File: config.mk
export PLATFORM = sky130hd
export DESIGN_NAME = axi4_stream_drain
export DESIGN_NICKNAME = d
export VERILOG_FILES = /design/src/rtl/axi4_stream_drain_pkg.sv /design/src/rtl/axi4_stream_drain_rdy.sv /design/src/rtl/axi4_stream_drain.sv
export SDC_FILE = /design/constraint.sdc
export NUM_CORES = 1
export LEC_CHECK = 0
export ABC_AREA = 1
export CORE_MARGIN = 2
export CORE_UTILIZATION = 56
export CTS_BUF_LIST = sky130_fd_sc_hd__clkbuf_4 sky130_fd_sc_hd__clkbuf_8
export DETAILED_ROUTE_END_ITERATION = 6
export PLACE_DENSITY = 0.86
export REMOVE_ABC_BUFFERS = 1
export SLEW_MARGIN = 5
export SYNTH_ARGS = -nofsm -noshare
export SYNTH_HDL_FRONTEND = slang
export SYNTH_HIERARCHICAL = 1
export SYNTH_SLANG_ARGS = --single-unit
File: constraint.sdc
create_clock -name ACLK -period 2.9 [get_ports ACLK]
set_clock_uncertainty 0.05 [all_clocks]
set_input_delay 0.29 -clock ACLK [delete_from_list [all_inputs] [get_ports ACLK]]
set_output_delay 0.29 -clock ACLK [all_outputs]
set_load 0.03 [all_outputs]
File: src/rtl/axi4_stream_drain_pkg.sv
// rtl/axi4_stream_drain_pkg.sv - shared enums and constants for the AXI4-Stream drain sink
package axi4_stream_drain_pkg;

  typedef enum logic [1:0] {
    RDY_ALWAYS   = 2'd0,
    RDY_PERIODIC = 2'd1,
    RDY_RANDOM   = 2'd2
  } rdy_mode_e;

  typedef enum logic {
    ST_IDLE = 1'b0,
    ST_PKT  = 1'b1
  } pkt_state_e;

  // Fibonacci taps 16,14,13,11 expressed as a mask over bits [15:0]
  localparam logic [15:0] LFSR_TAPS = 16'hB400;

  localparam int ERR_W      = 3;
  localparam int ERR_DROP   = 0;
  localparam int ERR_CHANGE = 1;
  localparam int ERR_KEEP0  = 2;

endpackage

File: src/rtl/axi4_stream_drain_rdy.sv
// rtl/axi4_stream_drain_rdy.sv - registered TREADY generator (always, periodic or LFSR pattern)
module axi4_stream_drain_rdy
  import axi4_stream_drain_pkg::*;
#(
  parameter int          RDY_MODE = 0,
  parameter int          RDY_ON   = 3,
  parameter int          RDY_OFF  = 1,
  parameter logic [15:0] RDY_SEED = 16'hACE1
) (
  input  logic i_clk,
  input  logic i_rst_n,
  output logic o_ready
);

  localparam int             PW     = $clog2(RDY_ON + RDY_OFF);
  localparam logic [PW-1:0]  ON_L   = PW'(RDY_ON);
  localparam logic [PW-1:0]  LAST_L = PW'(RDY_ON + RDY_OFF - 1);

  logic          r_started;
  logic [PW-1:0] r_phase;
  logic [15:0]   r_lfsr;
  logic          r_ready;
  logic [15:0]   w_lfsr_next;

  assign w_lfsr_next = {r_lfsr[14:0], ^(r_lfsr & LFSR_TAPS)};
  assign o_ready     = r_ready;

  // r_started holds TREADY low for the first edge after reset release
  always_ff @(posedge i_clk or negedge i_rst_n) begin
    if (!i_rst_n) begin
      r_started <= 1'b0;
      r_phase   <= '0;
      r_lfsr    <= RDY_SEED;
      r_ready   <= 1'b0;
    end else begin
      r_started <= 1'b1;
      if (r_started) begin
        r_phase <= (r_phase == LAST_L) ? '0 : r_phase + PW'(1);
        r_lfsr  <= w_lfsr_next;
        case (RDY_MODE)
          int'(RDY_PERIODIC): r_ready <= (r_phase < ON_L);
          int'(RDY_RANDOM):   r_ready <= w_lfsr_next[0];
          default:            r_ready <= 1'b1;
        endcase
      end
    end
  end

endmodule

File: src/rtl/axi4_stream_drain.sv
// rtl/axi4_stream_drain.sv - AXI4-Stream sink with beat/byte/packet statistics and XOR checksum
// Optional protocol checker enabled by AXI4_STREAM_DRAIN_CHECK_EN.
module axi4_stream_drain
  import axi4_stream_drain_pkg::*;
#(
  parameter int          DW       = 32,
  parameter int          CW       = 32,
  parameter int          RDY_MODE = 0,
  parameter int          RDY_ON   = 3,
  parameter int          RDY_OFF  = 1,
  parameter logic [15:0] RDY_SEED = 16'hACE1
) (
  input  logic            ACLK,
  input  logic            ARESETn,
  input  logic            TVALID,
  output logic            TREADY,
  input  logic [DW-1:0]   TDATA,
  input  logic [DW/8-1:0] TKEEP,
  input  logic            TLAST,
  output logic [CW-1:0]   beat_cnt,
  output logic [CW-1:0]   byte_cnt,
  output logic [CW-1:0]   pkt_cnt,
  output logic [DW-1:0]   pkt_sum,
  output logic            pkt_vld,
  output logic [ERR_W-1:0] err
);

  localparam int KW = DW / 8;

  pkt_state_e    r_state;
  logic [CW-1:0] r_beat_cnt;
  logic [CW-1:0] r_byte_cnt;
  logic [CW-1:0] r_pkt_cnt;
  logic [DW-1:0] r_csum;
  logic [DW-1:0] r_pkt_sum;
  logic          r_pkt_vld;

  logic          w_accept;
  logic [DW-1:0] w_masked;
  logic [CW-1:0] w_pop;
  logic [DW-1:0] w_csum_next;

  axi4_stream_drain_rdy #(
    .RDY_MODE (RDY_MODE),
    .RDY_ON   (RDY_ON),
    .RDY_OFF  (RDY_OFF),
    .RDY_SEED (RDY_SEED)
  ) u_rdy (
    .i_clk   (ACLK),
    .i_rst_n (ARESETn),
    .o_ready (TREADY)
  );

  assign w_accept = TVALID & TREADY;

  always_comb begin
    w_masked = '0;
    w_pop    = '0;
    for (int i = 0; i < KW; i++) begin
      if (TKEEP[i]) begin
        w_masked[8*i +: 8] = TDATA[8*i +: 8];
        w_pop              = w_pop + CW'(1);
      end
    end
  end

  assign w_csum_next = r_csum ^ w_masked;

  always_ff @(posedge ACLK or negedge ARESETn) begin
    if (!ARESETn) begin
      r_state    <= ST_IDLE;
      r_beat_cnt <= '0;
      r_byte_cnt <= '0;
      r_pkt_cnt  <= '0;
      r_csum     <= '0;
      r_pkt_sum  <= '0;
      r_pkt_vld  <= 1'b0;
    end else begin
      r_pkt_vld <= 1'b0;
      if (w_accept) begin
        r_beat_cnt <= r_beat_cnt + CW'(1);
        r_byte_cnt <= r_byte_cnt + w_pop;
        if (TLAST) begin
          r_pkt_sum <= w_csum_next;
          r_pkt_cnt <= r_pkt_cnt + CW'(1);
          r_pkt_vld <= 1'b1;
          r_csum    <= '0;
        end else begin
          r_csum <= w_csum_next;
        end
        unique case (r_state)
          ST_IDLE: if (!TLAST) r_state <= ST_PKT;
          ST_PKT:  if (TLAST)  r_state <= ST_IDLE;
        endcase
      end
    end
  end

  assign beat_cnt = r_beat_cnt;
  assign byte_cnt = r_byte_cnt;
  assign pkt_cnt  = r_pkt_cnt;
  assign pkt_sum  = r_pkt_sum;
  assign pkt_vld  = r_pkt_vld;

`ifdef AXI4_STREAM_DRAIN_CHECK_EN
  logic             r_stall;
  logic [DW-1:0]    r_hold_data;
  logic [KW-1:0]    r_hold_keep;
  logic             r_hold_last;
  logic [ERR_W-1:0] r_err;

  // Payload is sampled every cycle; only compared when the previous cycle stalled
  always_ff @(posedge ACLK or negedge ARESETn) begin
    if (!ARESETn) begin
      r_stall     <= 1'b0;
      r_hold_data <= '0;
      r_hold_keep <= '0;
      r_hold_last <= 1'b0;
      r_err       <= '0;
    end else begin
      r_stall     <= TVALID & ~TREADY;
      r_hold_data <= TDATA;
      r_hold_keep <= TKEEP;
      r_hold_last <= TLAST;
      if (r_stall && !TVALID)
        r_err[ERR_DROP] <= 1'b1;
      if (r_stall && TVALID &&
          ({TDATA, TKEEP, TLAST} != {r_hold_data, r_hold_keep, r_hold_last}))
        r_err[ERR_CHANGE] <= 1'b1;
      if (w_accept && (TKEEP == '0))
        r_err[ERR_KEEP0] <= 1'b1;
    end
  end

  assign err = r_err;
`else
  assign err = '0;
`endif

endmodule

---- Word-level counts from Yosys, hierarchy flattened ----
Index checks and enable logic that the tools add are counted.
storage, ports and cells
  bits in latches ......................... 0
  memories kept ........................... 0
  register bits ........................... 163
  bits in writable memories ............... 0
  output and inout port bits .............. 133
  ROM bits ................................ 0
  word-level logic and storage cells ...... 28
cells by class
  $add $sub $neg .......................... 6
  equality and inequality tests ........... 0
  bitwise logic cells ..................... 2
  shifts and indexed selects .............. 0
  reductions and logical operators ........ 1
  divide/modulo/power cells ............... 0
  magnitude comparators ................... 0
  multipliers ............................. 0
  multiplexer cells ....................... 11
operators by type and width
  operator                                       count
  adder 32 x 1 -> 32 bit, second input constant  5
  2-to-1 mux 32 bit                              4
  adder 32 bit                                   1
  2-to-1 mux 8 bit                               4
  XOR 32 bit                                     1
  2-to-1 mux 1 bit                               3
  AND reduction 2 bit                            1
  bitwise AND 1 bit                              1

---- Logic depth before layout (Yosys ltp) ----
  depth after elaboration ................. 8
  depth in mapped cells ................... 18
  gate-level depth less buffers ........... 17

---- By module ----
The synthesis kept the hierarchy.
by module, submodules not included
  module                 cells each  times used  area an instance (sq um)
  axi4_stream_drain      1,013       1           8,259.2
  axi4_stream_drain_rdy  6           1           65.1

---- Worst setup path before layout ----
Ideal clock, no wire load.
  path type ............................... input to register
  start ................................... input port TKEEP[0]
  end ..................................... register r_byte_cnt[24] (netlist: byte_cnt[24])
  arrival ................................. 2.830 ns
  buffers on the path ..................... 2
  setup time .............................. 0.118 ns
  slack ................................... -0.098 ns
  stages .................................. 17
  path through ............................ clkbuf_1 > inv_1 > ha_1 > xor2_1 > ha_1 > nand2_1 > and2_1 > fa_1 > nor2_1 > nor2_1 > nor2_2 > nand2_1 > nor2_4 > buf_6 > nand2_1 > nand2_1 > nand2_1
between the ends
  longest elaborated chain between the ends .. 8
RTL lines
  item                    RTL line                 text
  from (decl)             axi4_stream_drain.sv:18  input logic [DW/8-1:0] TKEEP,
  2-to-1 mux 1 bit *      axi4_stream_drain.sv:60  if (TKEEP[i]) begin
  adder 32 x 1 -> 32 bit  axi4_stream_drain.sv:62  w_pop = w_pop + CW'(1);
  2-to-1 mux 32 bit *     axi4_stream_drain.sv:60
  adder 32 x 1 -> 32 bit  axi4_stream_drain.sv:62
  2-to-1 mux 32 bit *     axi4_stream_drain.sv:60
  adder 32 x 1 -> 32 bit  axi4_stream_drain.sv:62
  2-to-1 mux 32 bit *     axi4_stream_drain.sv:60
  adder 32 bit *          axi4_stream_drain.sv:82  r_byte_cnt <= r_byte_cnt + w_pop;
  to (signal assigned)    axi4_stream_drain.sv:82
  to (decl)               axi4_stream_drain.sv:32  logic [CW-1:0] r_byte_cnt;
Every way passes the cells marked *; elsewhere a longest branch is shown, timed or not.
A chain may end at the register's enable or synchronous reset.

---- Final worst setup path ----
  start ................................... input port TKEEP[2]
  end ..................................... register r_byte_cnt[26] (netlist: byte_cnt[26])
between the ends
  longest elaborated chain between the ends .. 4
RTL lines
  item                    RTL line
  2-to-1 mux 32 bit *     axi4_stream_drain.sv:60
  adder 32 x 1 -> 32 bit  axi4_stream_drain.sv:62
  2-to-1 mux 32 bit *     axi4_stream_drain.sv:60
  adder 32 bit *          axi4_stream_drain.sv:82
Marks and branches as above.

==> impl_metrics.json <==
{
  "totalNegativeSetupSlack_ns": 0,
  "cp.required_ns": 3.22,
  "clock-sinks": 163,
  "grt_overflow": 0,
  "drive_gt1_share_pct": 8.32,
  "status": "complete, no violations",
  "die_w_um": 126,
  "diodes": 0,
  "initial_utilization_pct": 57.3,
  "final_nets": 1265,
  "synth_cell_type_count": 34,
  "layout_commonest_cell": "nand2_1",
  "cts_buffers": 17,
  "total_leakage_power_nw": 4.83,
  "pin_count": 173,
  "synth_compound_area_share_pct": 4.92,
  "tightest_slew_ns": 0.699,
  "ys.warnings.count": 6,
  "core-area_mm2": 0.0145,
  "synth_xor_area_share_pct": 9.79,
  "io_buffers": 169,
  "cts-root-buf": "clkbuf_8",
  "path_max_fanout": 6,
  "synthAdderAreaFrac_pct": 1.89,
  "clkTransAtPathRegs_ns": 0.10,
  "dieArea_mm2": 0.0159,
  "wl_per_cell_um": 14.6,
  "routed_wl_um": 20600,
  "cellPowerDensity_mw_per_mm2": 591,
  "rsz0062_at_grt": "false",
  "hold_viol": 0,
  "synth_top_family_by_area": "simple AND/OR/NAND/NOR gates",
  "route.detailed.drc": 0,
  "fp.dieH_um": 126,
  "vias_per_cell": 5.22,
  "antenna_found_initial": 0,
  "drv_cap": 0,
  "drt-initial-drc-count": 403,
  "drv_slew": 0,
  "rows": 44,
  "ir_worst_vdd_v": 0.000475,
  "crit_type": "in -> reg",
  "areaGrowthSynthToFinish_pct": 29.7,
  "gp_congestion": 0.865,
  "cts.htree.levels": 4,
  "max-slew-margin-rel_pct": 53.4,
  "grt.total_usage_pct": 26.9,
  "layout_common_cells": "nand2_1, clkdlybuf4s50_1, dfrtp_1",
  "fillers": 1090,
  "hold_path_class": "in -> async",
  "fmax_mhz": 369,
  "postRouteAntennaNets": 0,
  "dp_hpwl_um": 15000,
  "fin_crit_sh_pct": 93.5,
  "clockBufferDepth": 2,
  "synth_cells": 1019,
  "clock_latency_ns": 0.47,
  "worstSetupStartpointType": "input pin",
  "cts_tree": "built",
  "fin_crit_ns": 2.71,
  "synthMuxAreaShare_pct": 0,
  "vias": 7367,
  "first_pass_iters": 5,
  "post_synth.cell_area_avg_um2": 8.17,
  "synth-seq-cells": 163,
  "seq_area_frac_synth_pct": 49.0,
  "end_kind": "flop",
  "grt_max_degree": 77,
  "first_global_vias": 7345,
  "grt_pass1_wl_um": 34600,
  "crit_arrival_ns": 3.03,
  "fin_util_pct": 74.3,
  "synth_area_mm2": 0.00832,
  "setup_violations": 0,
  "synthSimpleGateAreaFrac_pct": 30.1
}
==> where the power goes <==
group          internal, W  switching [W]
Combinational     0.000784        0.00114
Clock             0.000634       0.000958
Sequential         0.00256       0.000312
==> sequential cells by signal, summed over array words and instances (netlist names) <==
name and cells:
beat_cnt 32, byte_cnt 32, pkt_cnt 32, pkt_sum 32, pkt_vld 1, r_csum 32, u_rdy/o_ready 1, u_rdy/r_started 1
==> cells in the mapped netlist (all sizes together) <==
cell	instances	area, um2
a31oi	1	6.26
conb	2	7.51
nand3b	17	128
clkinv	1	5.00
buf	8	56.3
or2	1	6.26
clkbuf	17	63.8
xnor2	28	245
nor3	11	66.3
nand3	37	215
fa	1	20.0
and3	1	6.26
nor4	3	18.8
a21oi	2	10.0
and2	3	18.8
inv	61	229
xor2	65	569
nand4	11	68.8
nand2	374	1420
dfrtp	163	4080
o21bai	1	7.51
ha	11	138
nor2	123	556
o21ai	77	385
==> worst paths after layout <==
| kind | from | depth (start not counted) | slack, ns | to |
|---|---|---|---|---|
| worst max register to register | byte_cnt[0] | 12 | 0.74 | byte_cnt[26] |
| max in group asynchronous | ARESETn | 3 | 1.73 | pkt_sum[28] |
| worst max-delay path | TKEEP[2] | 16 | 0.19 | byte_cnt[26] |
| worst min-delay path | ARESETn | 2 | 0.36 | beat_cnt[10] |
| worst min register to register | u_rdy/r_started | 2 | 0.40 | u_rdy/o_ready |
| min in group ACLK | TKEEP[1] | 5 | 0.38 | r_csum[15] |
==> critical path: stages <==
cell and delay [ns]:
clkdlybuf4s50_1 0.64, xor2_2 0.20, buf_4 0.14, xor2_2 0.13, ha_2 0.19, inv_1 0.06, fa_2 0.37, nor2_1 0.15
nor2_1 0.10, nor2_2 0.16, nand2_2 0.10, nor2_4 0.14, buf_4 0.13, nand3_1 0.07, nand2_1 0.10, nand2_1 0.05
==> timing repair <==
item                                    in CTS  in global routing
hold buffers                                 1                  0
endpoints found under the setup margin       6                 20
pin swaps                                    1                  5
buffers inserted                             2                  2
gates resized for setup                      2                 11
hold endpoints to repair                    74                  0
==> per-stage QoR <==
| step | worst slack [ns] | instance area, um2 | hold slack [ns] | instances | total power, W |
|---|---|---|---|---|---|
| 2_1_floorplan | 0.121 | 8220 | -0.0556 | 997 | 0.00390 |
| 3_3_place_gp | -0.429 | 10300 | 0.315 | 1373 | 0.00472 |
| 3_5_place_dp | -0.579 | 10300 | 0.317 | 1373 | 0.00478 |
| 4_1_cts | 0.0230 | 10700 | 0.370 | 1408 | 0.00638 |
| 5_1_grt | 0.0420 | 10800 | 0.403 | 1410 | 0.00672 |
| 6_report | 0.187 | 10800 | 0.359 | 1410 | 0.00638 |
==> layout make-up <==
class                           instances  area (um2)  area share (%)
Multi-Input combinational cell        772        3950            36.5
Timing Repair Buffer                  197        1940            18.0
Tap cell                              184         230            2.13
Clock inverter                         15         138            1.27
Inverter                               62         234            2.17
Sequential cell                       163        4080            37.8
Clock buffer                           17         234            2.17
==> kinds of logic (layout without fill, tap and decap cells) <==
group / count (synthesis) / after routing
AO/OA/AOI/OAI: 81 / 81
AND/OR/NAND/NOR: 581 / 581
buffers and inverters: 87 / 291
XOR/XNOR: 93 / 93
flip-flops: 163 / 163
adder cells (fa/ha/maj): 12 / 12
other: 2 / 5
==> metal layers <==
| layer | global-route usage (%) | wire length, um | up-vias |
|---|---|---|---|
| met2 | 46.2 | 10300 | 243 |
| met4 | 9.37 | 384 | 0 |
| met5 | 0 | 0 | - |
| met1 | 33.9 | 8640 | 3518 |
| met3 | 5.48 | 1250 | 30 |
| li1 | - | - | 3576 |
(Power assumes the default switching activity.)
